### config.mk
export PLATFORM = sky130hd
export DESIGN_NAME = muldiv_sequencer
export DESIGN_NICKNAME = d
export VERILOG_FILES = /design/src/rtl/muldiv_sequencer.sv
export SDC_FILE = /design/constraint.sdc
export NUM_CORES = 1
export LEC_CHECK = 0
export ABC_AREA = 1
export ABC_CLOCK_PERIOD_IN_PS = 6600
export BUFFER_PORTS_ARGS = -buffer_cell sky130_fd_sc_hd__buf_2
export CAP_MARGIN = 10
export CORE_MARGIN = 4
export CORE_UTILIZATION = 50
export CTS_CLUSTER_SIZE = 40
export DETAILED_ROUTE_END_ITERATION = 6
export GPL_ROUTABILITY_DRIVEN = 0
export PLACE_DENSITY = 0.73
export SETUP_SLACK_MARGIN = 0.1
export SKIP_CTS_REPAIR_TIMING = 1
export SLEW_MARGIN = 10
export SYNTH_ARGS = -nofsm -noshare
export SYNTH_HDL_FRONTEND = slang
export SYNTH_SLANG_ARGS = --single-unit
### constraint.sdc
create_clock -name clk -period 6.6 [get_ports clk]
set_input_delay 0.66 -clock clk [delete_from_list [all_inputs] [get_ports clk]]
set_output_delay 0.66 -clock clk [all_outputs]
set_load 0.02 [all_outputs]
### src/rtl/muldiv_sequencer.sv
// RV32M multi-cycle multiply/divide sequencer: shift-add multiplier, restoring divider.
// Optional MULDIV_EARLY_OUT_EN: trivial ops (div by 0, overflow, mul by 0) skip to DONE.
module muldiv_sequencer #(
  parameter int WIDTH = 32
) (
  input  logic             clk,
  input  logic             reset,
  input  logic             start,
  input  logic [2:0]       funct3,
  input  logic [WIDTH-1:0] op_a,
  input  logic [WIDTH-1:0] op_b,
  input  logic             kill,
  output logic             busy,
  output logic             done,
  output logic [WIDTH-1:0] result
);

  localparam int CW = $clog2(WIDTH);
  localparam logic [CW-1:0] CMAX = CW'(WIDTH-1);

  typedef enum logic [1:0] {
    IDLE,
    CALC,
    FIX,
    DONE
  } state_e;

  state_e             state_q, state_d;
  logic [2:0]         f3_q, f3_d;
  logic [WIDTH-1:0]   ma_q, ma_d;
  logic [WIDTH-1:0]   mb_q, mb_d;
  logic               sa_q, sa_d;
  logic               sb_q, sb_d;
  logic               bz_q, bz_d;
  logic [2*WIDTH-1:0] acc_q, acc_d;
  logic [CW-1:0]      cnt_q, cnt_d;
  logic [WIDTH-1:0]   res_q, res_d;

  logic             sgn_a, sgn_b;
  logic             neg_a, neg_b;
  logic [WIDTH-1:0] mag_a, mag_b;

  always_comb begin
    sgn_a = (funct3 == 3'b001) || (funct3 == 3'b010) ||
            (funct3 == 3'b100) || (funct3 == 3'b110);
    sgn_b = (funct3 == 3'b001) || (funct3 == 3'b100) ||
            (funct3 == 3'b110);
    neg_a = sgn_a & op_a[WIDTH-1];
    neg_b = sgn_b & op_b[WIDTH-1];
    mag_a = neg_a ? -op_a : op_a;
    mag_b = neg_b ? -op_b : op_b;
  end

  // One iteration of either datapath; operand bits picked by count.
  logic [WIDTH-1:0]   acc_hi;
  logic [CW-1:0]      mul_idx;
  logic [WIDTH-1:0]   addend;
  logic [WIDTH:0]     sum;
  logic [2*WIDTH-1:0] mul_nxt;
  logic [WIDTH:0]     sh;
  logic               ge;
  logic [WIDTH-1:0]   diff;
  logic [WIDTH-1:0]   rem_n;
  logic [2*WIDTH-1:0] div_nxt;

  always_comb begin
    acc_hi  = acc_q[2*WIDTH-1:WIDTH];
    mul_idx = CMAX - cnt_q;
    addend  = mb_q[mul_idx] ? ma_q : '0;
    sum     = {1'b0, acc_hi} + {1'b0, addend};
    mul_nxt = {sum, acc_q[WIDTH-1:1]};
    sh      = {acc_hi, ma_q[cnt_q]};
    ge      = sh >= {1'b0, mb_q};
    diff    = sh[WIDTH-1:0] - mb_q;
    rem_n   = ge ? diff : sh[WIDTH-1:0];
    div_nxt = {rem_n, acc_q[WIDTH-2:0], ge};
  end

  logic [2*WIDTH-1:0] prod;
  logic [WIDTH-1:0]   mul_res;
  logic [WIDTH-1:0]   quo, rem;
  logic [WIDTH-1:0]   q_s, r_s;
  logic [WIDTH-1:0]   div_res;
  logic [WIDTH-1:0]   fix_res;

  always_comb begin
    prod    = (sa_q ^ sb_q) ? -acc_q : acc_q;
    mul_res = (f3_q[1:0] == 2'b00) ? prod[WIDTH-1:0]
                                   : prod[2*WIDTH-1:WIDTH];
    quo     = acc_q[WIDTH-1:0];
    rem     = acc_q[2*WIDTH-1:WIDTH];
    q_s     = (sa_q ^ sb_q) ? -quo : quo;
    r_s     = sa_q ? -rem : rem;
    // Divide by zero: magnitude path already yields rem = |a|, only quo needs forcing.
    if (bz_q && !f3_q[1]) div_res = '1;
    else if (f3_q[1])     div_res = r_s;
    else                  div_res = q_s;
    fix_res = f3_q[2] ? div_res : mul_res;
  end

`ifdef MULDIV_EARLY_OUT_EN
  logic             b_zero, a_zero, ovf;
  logic             early;
  logic [WIDTH-1:0] early_res;

  always_comb begin
    b_zero = op_b == '0;
    a_zero = op_a == '0;
    ovf    = ((funct3 == 3'b100) || (funct3 == 3'b110)) &&
             (op_a == {1'b1, {(WIDTH-1){1'b0}}}) && (op_b == '1);
    early  = funct3[2] ? (b_zero || ovf) : (a_zero || b_zero);
    early_res = '0;
    if (funct3[2] && b_zero) early_res = funct3[1] ? op_a : '1;
    else if (funct3[2])      early_res = funct3[1] ? '0 : op_a;
  end
`endif

  always_comb begin
    state_d = state_q;
    f3_d    = f3_q;
    ma_d    = ma_q;
    mb_d    = mb_q;
    sa_d    = sa_q;
    sb_d    = sb_q;
    bz_d    = bz_q;
    acc_d   = acc_q;
    cnt_d   = cnt_q;
    res_d   = res_q;
    unique case (state_q)
      IDLE: begin
        if (start && !kill) begin
          f3_d    = funct3;
          ma_d    = mag_a;
          mb_d    = mag_b;
          sa_d    = neg_a;
          sb_d    = neg_b;
          bz_d    = op_b == '0;
          acc_d   = '0;
          cnt_d   = CMAX;
          state_d = CALC;
`ifdef MULDIV_EARLY_OUT_EN
          if (early) begin
            state_d = DONE;
            res_d   = early_res;
          end
`endif
        end
      end
      CALC: begin
        acc_d = f3_q[2] ? div_nxt : mul_nxt;
        cnt_d = cnt_q - 1'b1;
        if (cnt_q == '0) state_d = FIX;
      end
      FIX: begin
        res_d   = fix_res;
        state_d = DONE;
      end
      DONE: state_d = IDLE;
    endcase
    if (kill && state_q != IDLE) begin
      state_d = IDLE;
      res_d   = res_q;
    end
  end

  always_ff @(posedge clk or posedge reset) begin
    if (reset) begin
      state_q <= IDLE;
      f3_q    <= '0;
      ma_q    <= '0;
      mb_q    <= '0;
      sa_q    <= 1'b0;
      sb_q    <= 1'b0;
      bz_q    <= 1'b0;
      acc_q   <= '0;
      cnt_q   <= '0;
      res_q   <= '0;
    end else begin
      state_q <= state_d;
      f3_q    <= f3_d;
      ma_q    <= ma_d;
      mb_q    <= mb_d;
      sa_q    <= sa_d;
      sb_q    <= sb_d;
      bz_q    <= bz_d;
      acc_q   <= acc_d;
      cnt_q   <= cnt_d;
      res_q   <= res_d;
    end
  end

  assign busy   = state_q != IDLE;
  assign done   = state_q == DONE;
  assign result = res_q;

endmodule

======== Word level (Yosys, flattened, before mapping) ========
Index checks and enable logic that the tools add are counted.
word-level totals
  RAM bits ................................ 0
  bits of input ports ..................... 71
  flip-flop bits (word level) ............. 173
  memories kept ........................... 0
  bits in read-only memories .............. 0
  word-level logic and storage cells ...... 80
  output and inout port bits .............. 34
  bits in latches ......................... 0
cells by class
  multipliers ............................. 0
  shift-type cells ........................ 0
  bitwise gates (word level) .............. 4
  equal/unequal tests ..................... 10
  divide/modulo/power cells ............... 0
  reduce and logical (&&, ||, !) cells .... 20
  order comparisons ....................... 3
  $add $sub $neg .......................... 9
  multiplexer cells ....................... 24
operators by type and width
  cell                   count
  $mux W32               10
  $mux W64               3
  $neg A32 Y32           4
  $pmux W64 S2           1
  $neg A64 Y64           1
  $add A32 B32 Y33       1
  $ge A33 B32 Y1         1
  $logic_not A32 Y1      1
  $sub A32 B32 Y32       1
  $lt A5 B6 Y1 const B   2
  $bmux W1 S5            2
  $pmux W5 S2            1
  $pmux W2 S4            1
  $reduce_and A2 Y1      4
  $eq A3 B3 Y1 const B   2
  $mux W2                3
  $ne A3 B3 Y1 const B   2
  $logic_not A5 Y1       1
  $logic_or A1 B1 Y1     5
  $mux W5                1
  $sub A5 B1 Y5 const B  1
  $sub A5 B5 Y5 const A  1
  $eq A2 B2 Y1 const B   2
  $logic_not A2 Y1       2
  11 further kinds       17

======== Longest topological paths before layout ========
Gate-level depths: netlist of the first run.
  depth in word-level cells ............... 7
  gate-level depth with buffers ........... 26
  mapped depth without buffers ............ 24

======== Worst setup path before layout of the first run ========
No wires, ideal clock.
  kind .................................... flip-flop to flip-flop
  start point ............................. reg cnt_q[0]
  end point ............................... reg acc_q[59]
  setup time .............................. 0.118 ns
  setup slack ............................. 3.436 ns
  arrival time ............................ 3.046 ns
  path buffers ............................ 2
  data required time ...................... 6.482 ns
  clock period less this slack ............ 3.164 ns
  cell stages (with the launch flop) ...... 23
  cells stage by stage .................... dfrtp_1 inv_1 clkbuf_1 nor2_1 o22ai_1 nand2_1 nand4_1 o21ai_1 buf_2 nor2_1 ha_1 inv_1 fa_1 o21ai_0 nand2_1 nand2_1 nand2_1 nand2_1 nand2_1 nand3_1 nand3_1 nand3_1 nand2_1
between the ends
  cells in the longest elaborated chain, start to end .. 7
  elaborated cells between the ends (all ways) .. 12
  classes of those cells .................. add/sub (3); order compare (1); mux (8)
RTL lines
  what                           line  source
  start, declared                36    logic [CW-1:0] cnt_q, cnt_d;
  start signal, assigned         187   cnt_q <= cnt_d;
  $sub A5 B5 Y5                  68    mul_idx = CMAX - cnt_q;
  $bmux W1 S5                    69    addend = mb_q[mul_idx] ? ma_q : '0;
  $mux W1 (implied by the code)  69
  $mux W32                       69
  $add A32 B32 Y33               70    sum = {1'b0, acc_hi} + {1'b0, addend};
  $mux W64 (*)                   150   acc_d = f3_q[2] ? div_nxt : mul_nxt;
  $pmux W64 S2 (*)               129   unique case (state_q)
  end signal, assigned           175   acc_q <= '0;
  end signal, assigned           186   acc_q <= acc_d;
  end, declared                  35    logic [2*WIDTH-1:0] acc_q, acc_d;
Mark *: on every way between the ends. The rest lies on a longest branch, timed or not. The select of a mux whose other input is x is not followed.
A chain may end at the register's enable or synchronous reset.

======== Final worst setup path of the first run ========
  start point ............................. reg cnt_q[0]
  end point ............................... reg acc_q[61]
The elaborated chain is that of the path after synthesis.

==> results.json, run 1 <==
{
  "synthSimpleGateAreaFrac": 0.413,
  "clock_skew_ps": 18.3,
  "cp_cell_sequence": "inv_1 -> a21oi_1 -> o21ai_0 -> nand3_1 -> nand3_1 -> nand4_1 -> o21ai_2 -> buf_4 -> nor2_1 -> ha_1 -> inv_1 -> fa_1 -> o21ai_0 -> nand2_1 -> nand2_1 -> nand2_1 -> nand2_1 -> nand2_1 -> nand3_1 -> nand3_1 -> nand3_1 -> nand2_1",
  "slowest_delay_ps": 1000,
  "crit_family": "simple AND/OR/NAND/NOR gates",
  "synthCells": 3215,
  "via_count": 21990,
  "grt_max_degree": 115,
  "rsz0062_at_grt": "no",
  "syn_avg_cell_area_sq_um": 5.78,
  "yosysTopAreaCellShare": 0.233,
  "antenna_found_initial": 1,
  "worstMarginPinSlew_ps": 1150,
  "detailed_place.area_sq_um": 19400,
  "cts_buffers": 17,
  "worstSkewPairLatency_ps": 470,
  "place_inst": 3696,
  "start_util": 0.507,
  "hold_viol": 0,
  "design_area_sq_um": 20000,
  "cp.required_ps": 6960,
  "syn_to_final_growth_pct": 7.57,
  "outcome": "finished, final reports clean",
  "yosysMostFrequentCell": "nand2_1",
  "avgViaCountPerCell": 5.90,
  "synthTopCellsByCount": "nand2_1, inv_1, nor2_1",
  "r2r_slack_ps": 1720,
  "remaining_drc_errors": 0,
  "cp_max_fo": 40,
  "ios": 105,
  "synthFlopType": "dfrtp_1",
  "die-area_sq_um": 40300,
  "place.detailed.hpwl_um": 52900,
  "setup_violations": 0,
  "cts_tree": "yes",
  "ant_nets": 0,
  "drt_iter0_markers": 2964,
  "firstDrtPassIters": 7,
  "critPathSlowestCell": "dfrtp_1",
  "cp-end-kind": "register",
  "drv_cap": 0,
  "yosysUniqueCellTypes": 48,
  "critical_path_class": "reg -> reg",
  "clock-root-buffer": "clkbuf_16",
  "core_sq_um": 36600,
  "synth_top_family_by_area": "simple AND/OR/NAND/NOR gates",
  "ys_top_cells_by_area": "dfrtp_1, nand2_1, nand3_1, inv_1, nor2_1",
  "ys_seq_elements": 173,
  "synth_edf_count": 0,
  "crit_top_cell": "nand2_1",
  "arrival_ps": 5230,
  "dp_slack_ps": 1870,
  "slew-limit-headroom": 0.233,
  "synth_compound_area_frac": 0.151,
  "finalCritPeriodShare": 0.739,
  "crit_buf_inv": 3,
  "synth_xor_area_frac": 0.0391,
  "max_freq_ghz": 0.205,
  "syn_area_sq_um": 18600,
  "synth_top_cell_by_area": "dfrtp_1",
  "syn-num-nets": 3363,
  "async_flop_share": 1.00,
  "row_count": 70,
  "nets": 3395,
  "clk_path_buf_depth": 2,
  "muxShareOfSynthArea": 0,
  "ys_seq_area_frac": 0.233,
  "wl_um": 70100,
  "synthAdderAreaFrac": 0.0527,
  "portBuffers": 104,
  "yosysWarnings": 0,
  "cts_sinks": 173,
  "die_w_um": 201,
  "wl_per_cell_um": 18.8,
  "grt_pass1_wl_um": 109000,
  "min_period_ps": 4880,
  "drv_slew": 0,
  "grt_pass1_vias": 20235,
  "htreeDepth": 4,
  "drive_above_1_share": 0.0626,
  "clkTransAtPathRegs_ps": 70,
  "hold_path.class": "in -> async",
  "fin_tns_setup_ps": 0,
  "n_fill_cell": 3821,
  "finalNonFillerCells": 3730,
  "worstSetupStartpointType": "register",
  "die_y_um": 201,
  "track_usage": 0.337,
  "grt_overflow": 0,
  "fin_ws_ps": 1720
}
sequential cells by signal, indices dropped and copies added (netlist names):
| register | flops |
|---|---|
| acc_q | 64 |
| bz_q | 1 |
| cnt_q | 5 |
| f3_q | 3 |
| ma_q | 32 |
| mb_q | 32 |
| result | 32 |
| sa_q | 1 |
| sb_q | 1 |
| state_q | 2 |
final cells by class:
type | count | area [sq um] | area share
Tap cell | 468 | 586 | 0.0293
Antenna cell | 2 | 5.00 | 0.000250
Clock inverter | 13 | 129 | 0.00645
Sequential cell | 173 | 4330 | 0.217
Multi-Input combinational cell | 2509 | 12200 | 0.612
Inverter | 422 | 1590 | 0.0795
Clock buffer | 19 | 443 | 0.0222
Timing Repair Buffer | 124 | 671 | 0.0336
cells by family after synthesis:
kind of cell    after synthesis
fa+ha+maj                    77
buf+inv                     533
xor+xnor                     82
simple gates               1832
flops                       173
compound gates              518
per-layer routing:
metal,vias up,wire length [um],track usage
li1,10436,-,-
met1,9845,26500,0.418
met2,1358,29700,0.520
met3,349,8000,0.0745
met4,2,5890,0.241
met5,-,11,0
cells in the final DEF (no fill, tap or decap), types with 3 or more instances in the layout:
master / instances
inv_6: 8
nor2_1: 381
clkinv_1: 4
nor3_1: 34
nor2_4: 5
and2_1: 4
o22ai_1: 8
nor2_2: 9
nand3b_1: 18
a31oi_1: 5
xor2_1: 66
a21oi_1: 178
o211ai_1: 47
nor4_1: 7
inv_1: 412
o21ai_0: 234
nand4_1: 48
dfrtp_1: 172
o21ai_1: 19
inv_2: 5
clkbuf_16: 17
buf_2: 104
xnor2_1: 15
nand3_1: 313
o21bai_1: 13
buf_4: 20
nand2_2: 11
ha_1: 75
nand2_1: 987
or2_2: 6
nand3_2: 3
path summary, 6_finish.rpt:
check / from / end / depth (start not counted)
max reg2reg: cnt_q[0]$_DFFE_PP0P_ / acc_q[61]$_DFFE_PP0P_ / 22
max in group asynchronous: reset / f3_q[2]$_DFFE_PP0P_ / 3
min: reset / acc_q[10]$_DFFE_PP0P_ / 2
min in group clk: result[14]$_DFFE_PP0P_ / result[14]$_DFFE_PP0P_ / 2
max: cnt_q[0]$_DFFE_PP0P_ / acc_q[61]$_DFFE_PP0P_ / 22
min reg2reg: result[14]$_DFFE_PP0P_ / result[14]$_DFFE_PP0P_ / 2
worst register-to-register path: cells and delay by family (launching register included):
kind,cells,cell delay [ps]
buf+inv,3,940
flops,1,1000
fa+ha+maj,2,600
simple gates,13,1310
compound gates,4,910
per-stage QoR:
stage | utilization | hold WS [ps]
floorplan | - | 453
global placement | 0.530 | 457
detailed placement | 0.530 | 461
CTS | 0.546 | 308
global route | 0.546 | 346
finish | 0.546 | 285
Power of run 1 is left out: the tool's default activity adds up to more than one toggle a clock period on the data nets, which glitch-free logic cannot reach.
==> run 2, diff against run 1 <==
--- a/config.mk
+++ b/config.mk
@@ -6,7 +6,7 @@
 export NUM_CORES = 1
 export LEC_CHECK = 0
 export ABC_AREA = 1
-export ABC_CLOCK_PERIOD_IN_PS = 6600
+export ABC_CLOCK_PERIOD_IN_PS = 4700
 export BUFFER_PORTS_ARGS = -buffer_cell sky130_fd_sc_hd__buf_2
 export CAP_MARGIN = 10
 export CORE_MARGIN = 4
==> constraint.sdc (replaced) <==
create_clock -name clk -period 4.7 [get_ports clk]
set_input_delay 0.47 -clock clk [delete_from_list [all_inputs] [get_ports clk]]
set_output_delay 0.47 -clock clk [all_outputs]
set_load 0.02 [all_outputs]
==> run 2 against run 1 <==
Sequential share of layout area fell by 0.14 points. The flow now finishes with violations (design-rule violations). Maximum frequency rose by 17%. Highest routed layer unchanged. Clock skew rose by 9.9 ps. Critical path depth fell by 2. Core utilization rose by 0.35 points. Cell count rose by 0.29%. Global-route usage rose by 0.33 points. First-iteration DRC count fell by 4.8%. Register-to-register slack got worse by 1200 ps. Wire length rose by 0.83%. Flip-flop and latch count did not move.
==> results.json, run 2 (synthesized netlist as in run 1, its figures left out) <==
{
  "cp-end-kind": "register",
  "final_common_cell": "nand2_1",
  "cts_sinks": 173,
  "htreeDepth": 4,
  "firstDrtPassIters": 7,
  "clock-root-buffer": "clkbuf_16",
  "fin_util": 0.549,
  "die_y_um": 201,
  "worstMarginPinSlew_ps": 1150,
  "syn_to_final_growth_pct": 8.25,
  "die-area_sq_um": 40300,
  "worstSetupStartpointType": "register",
  "die_w_um": 201,
  "outcome": "finished, violations left",
  "cp_max_fo": 30,
  "nets": 3407,
  "grtUsageMet1": 0.428,
  "drv_cap": 0,
  "cts_buffers": 17,
  "finalCritPeriodShare": 0.883,
  "ios": 105,
  "row_count": 70,
  "avgViaCountPerCell": 5.90,
  "core_sq_um": 36600,
  "clkTransAtPathRegs_ps": 70,
  "drive_above_1_share": 0.0660,
  "max_freq_ghz": 0.241,
  "remaining_drc_errors": 45,
  "drv_slew": 0,
  "antenna_found_initial": 4,
  "slew-limit-headroom": 0.235,
  "wl_um": 70600,
  "critical_path_class": "reg -> reg",
  "n_fill_cell": 3750,
  "clock_skew_ps": 28.2,
  "start_util": 0.507,
  "arrival_ps": 4560,
  "track_usage": 0.341,
  "setup_violations": 0,
  "rsz0062_at_grt": "no",
  "largest_reg_flops": 64,
  "cts_tree": "yes",
  "clk_path_buf_depth": 2,
  "grt_max_degree": 125,
  "failed_checks": "design-rule violations",
  "largest_register": "acc_q",
  "met2_usage": 0.514,
  "min_period_ps": 4150,
  "layout_common_cells": "nand2_1, inv_1, nor2_1",
  "hold_viol": 0,
  "gr-max-usage-layer": "met2",
  "worstSkewPairLatency_ps": 490,
  "portBuffers": 104,
  "via_count": 22065,
  "grtUsageMet3": 0.0827,
  "drt_iter0_markers": 2822,
  "place.detailed.hpwl_um": 53200,
  "grt_overflow": 0,
  "grt_pass1_vias": 20336,
  "ant_nets": 0,
  "wl_per_cell_um": 18.9,
  "r2r_slack_ps": 550,
  "hold_path.class": "in -> async",
  "cp.required_ps": 5100,
  "fin_tns_setup_ps": 0,
  "grt_pass1_wl_um": 110000
}
run 2: cell count changes in the layout (fill, tap and decap cells not counted), sizes merged:
cell,delta
inv,-5
bufinv,+1
diode,-1
buf,+12
clkbuf,+2
clkinvlp,+2
run 2: worst paths after layout:
| check | depth (start not counted) | endpoint | start |
|---|---|---|---|
| setup / recovery | 20 | acc_q[49]$_DFFE_PP0P_ | cnt_q[0]$_DFFE_PP0P_ |
| hold reg to reg | 2 | result[22]$_DFFE_PP0P_ | result[22]$_DFFE_PP0P_ |
| min in group clk | 3 | f3_q[2]$_DFFE_PP0P_ | funct3[2] |
| hold / removal | 3 | acc_q[13]$_DFFE_PP0P_ | reset |
| setup reg to reg | 20 | acc_q[49]$_DFFE_PP0P_ | cnt_q[0]$_DFFE_PP0P_ |
| max in group asynchronous | 4 | result[30]$_DFFE_PP0P_ | reset |
run 2: area by class of cell:
cell class	count	area [sq um]	area share
antenna	1	2.50	0.000124
clock buffer	21	470	0.0234
clock inverter	11	129	0.00641
inverter	422	1590	0.0790
multi-input combinational	2509	12200	0.608
sequential	173	4330	0.215
tap	468	586	0.0291
timing repair buffer	136	773	0.0385
run 2: per-stage QoR:
stage / setup slack (ps) / cell area [sq um] / cells / hold WS, ps
3_5_place_dp: 758 / 19500 / 3708 / 460
4_1_cts: 751 / 20100 / 3740 / 211
2_1_floorplan: 1540 / 18600 / 3215 / 453
6_report: 548 / 20100 / 3741 / 136
5_1_grt: 180 / 20100 / 3740 / 251
3_3_place_gp: 874 / 19500 / 3708 / 459
run 2: layer usage:
layer  vias up  wire length (um)
met5         -                27
met4         4              6140
met3       356              8380
met2      1342             29100
met1      9912             27000
li1      10451                 -
run 2: critical path, stage by stage (launching register included):
cell and delay [ps]:
dfrtp_1 380, inv_1 550, a21oi_1 150, o21ai_0 100, nand3_1 100, nand3_1 90, nand3_1 100, o21ai_2 230
buf_4 340, nor2_1 100, ha_1 420, nand2_1 140, nor2_1 200, inv_1 110, nor3_1 260, nand3_1 190
nand3_1 130, nand2_1 60, nand3_1 130, nand2_1 130, o21ai_1 160
Power of run 2 is left out for the same reason.
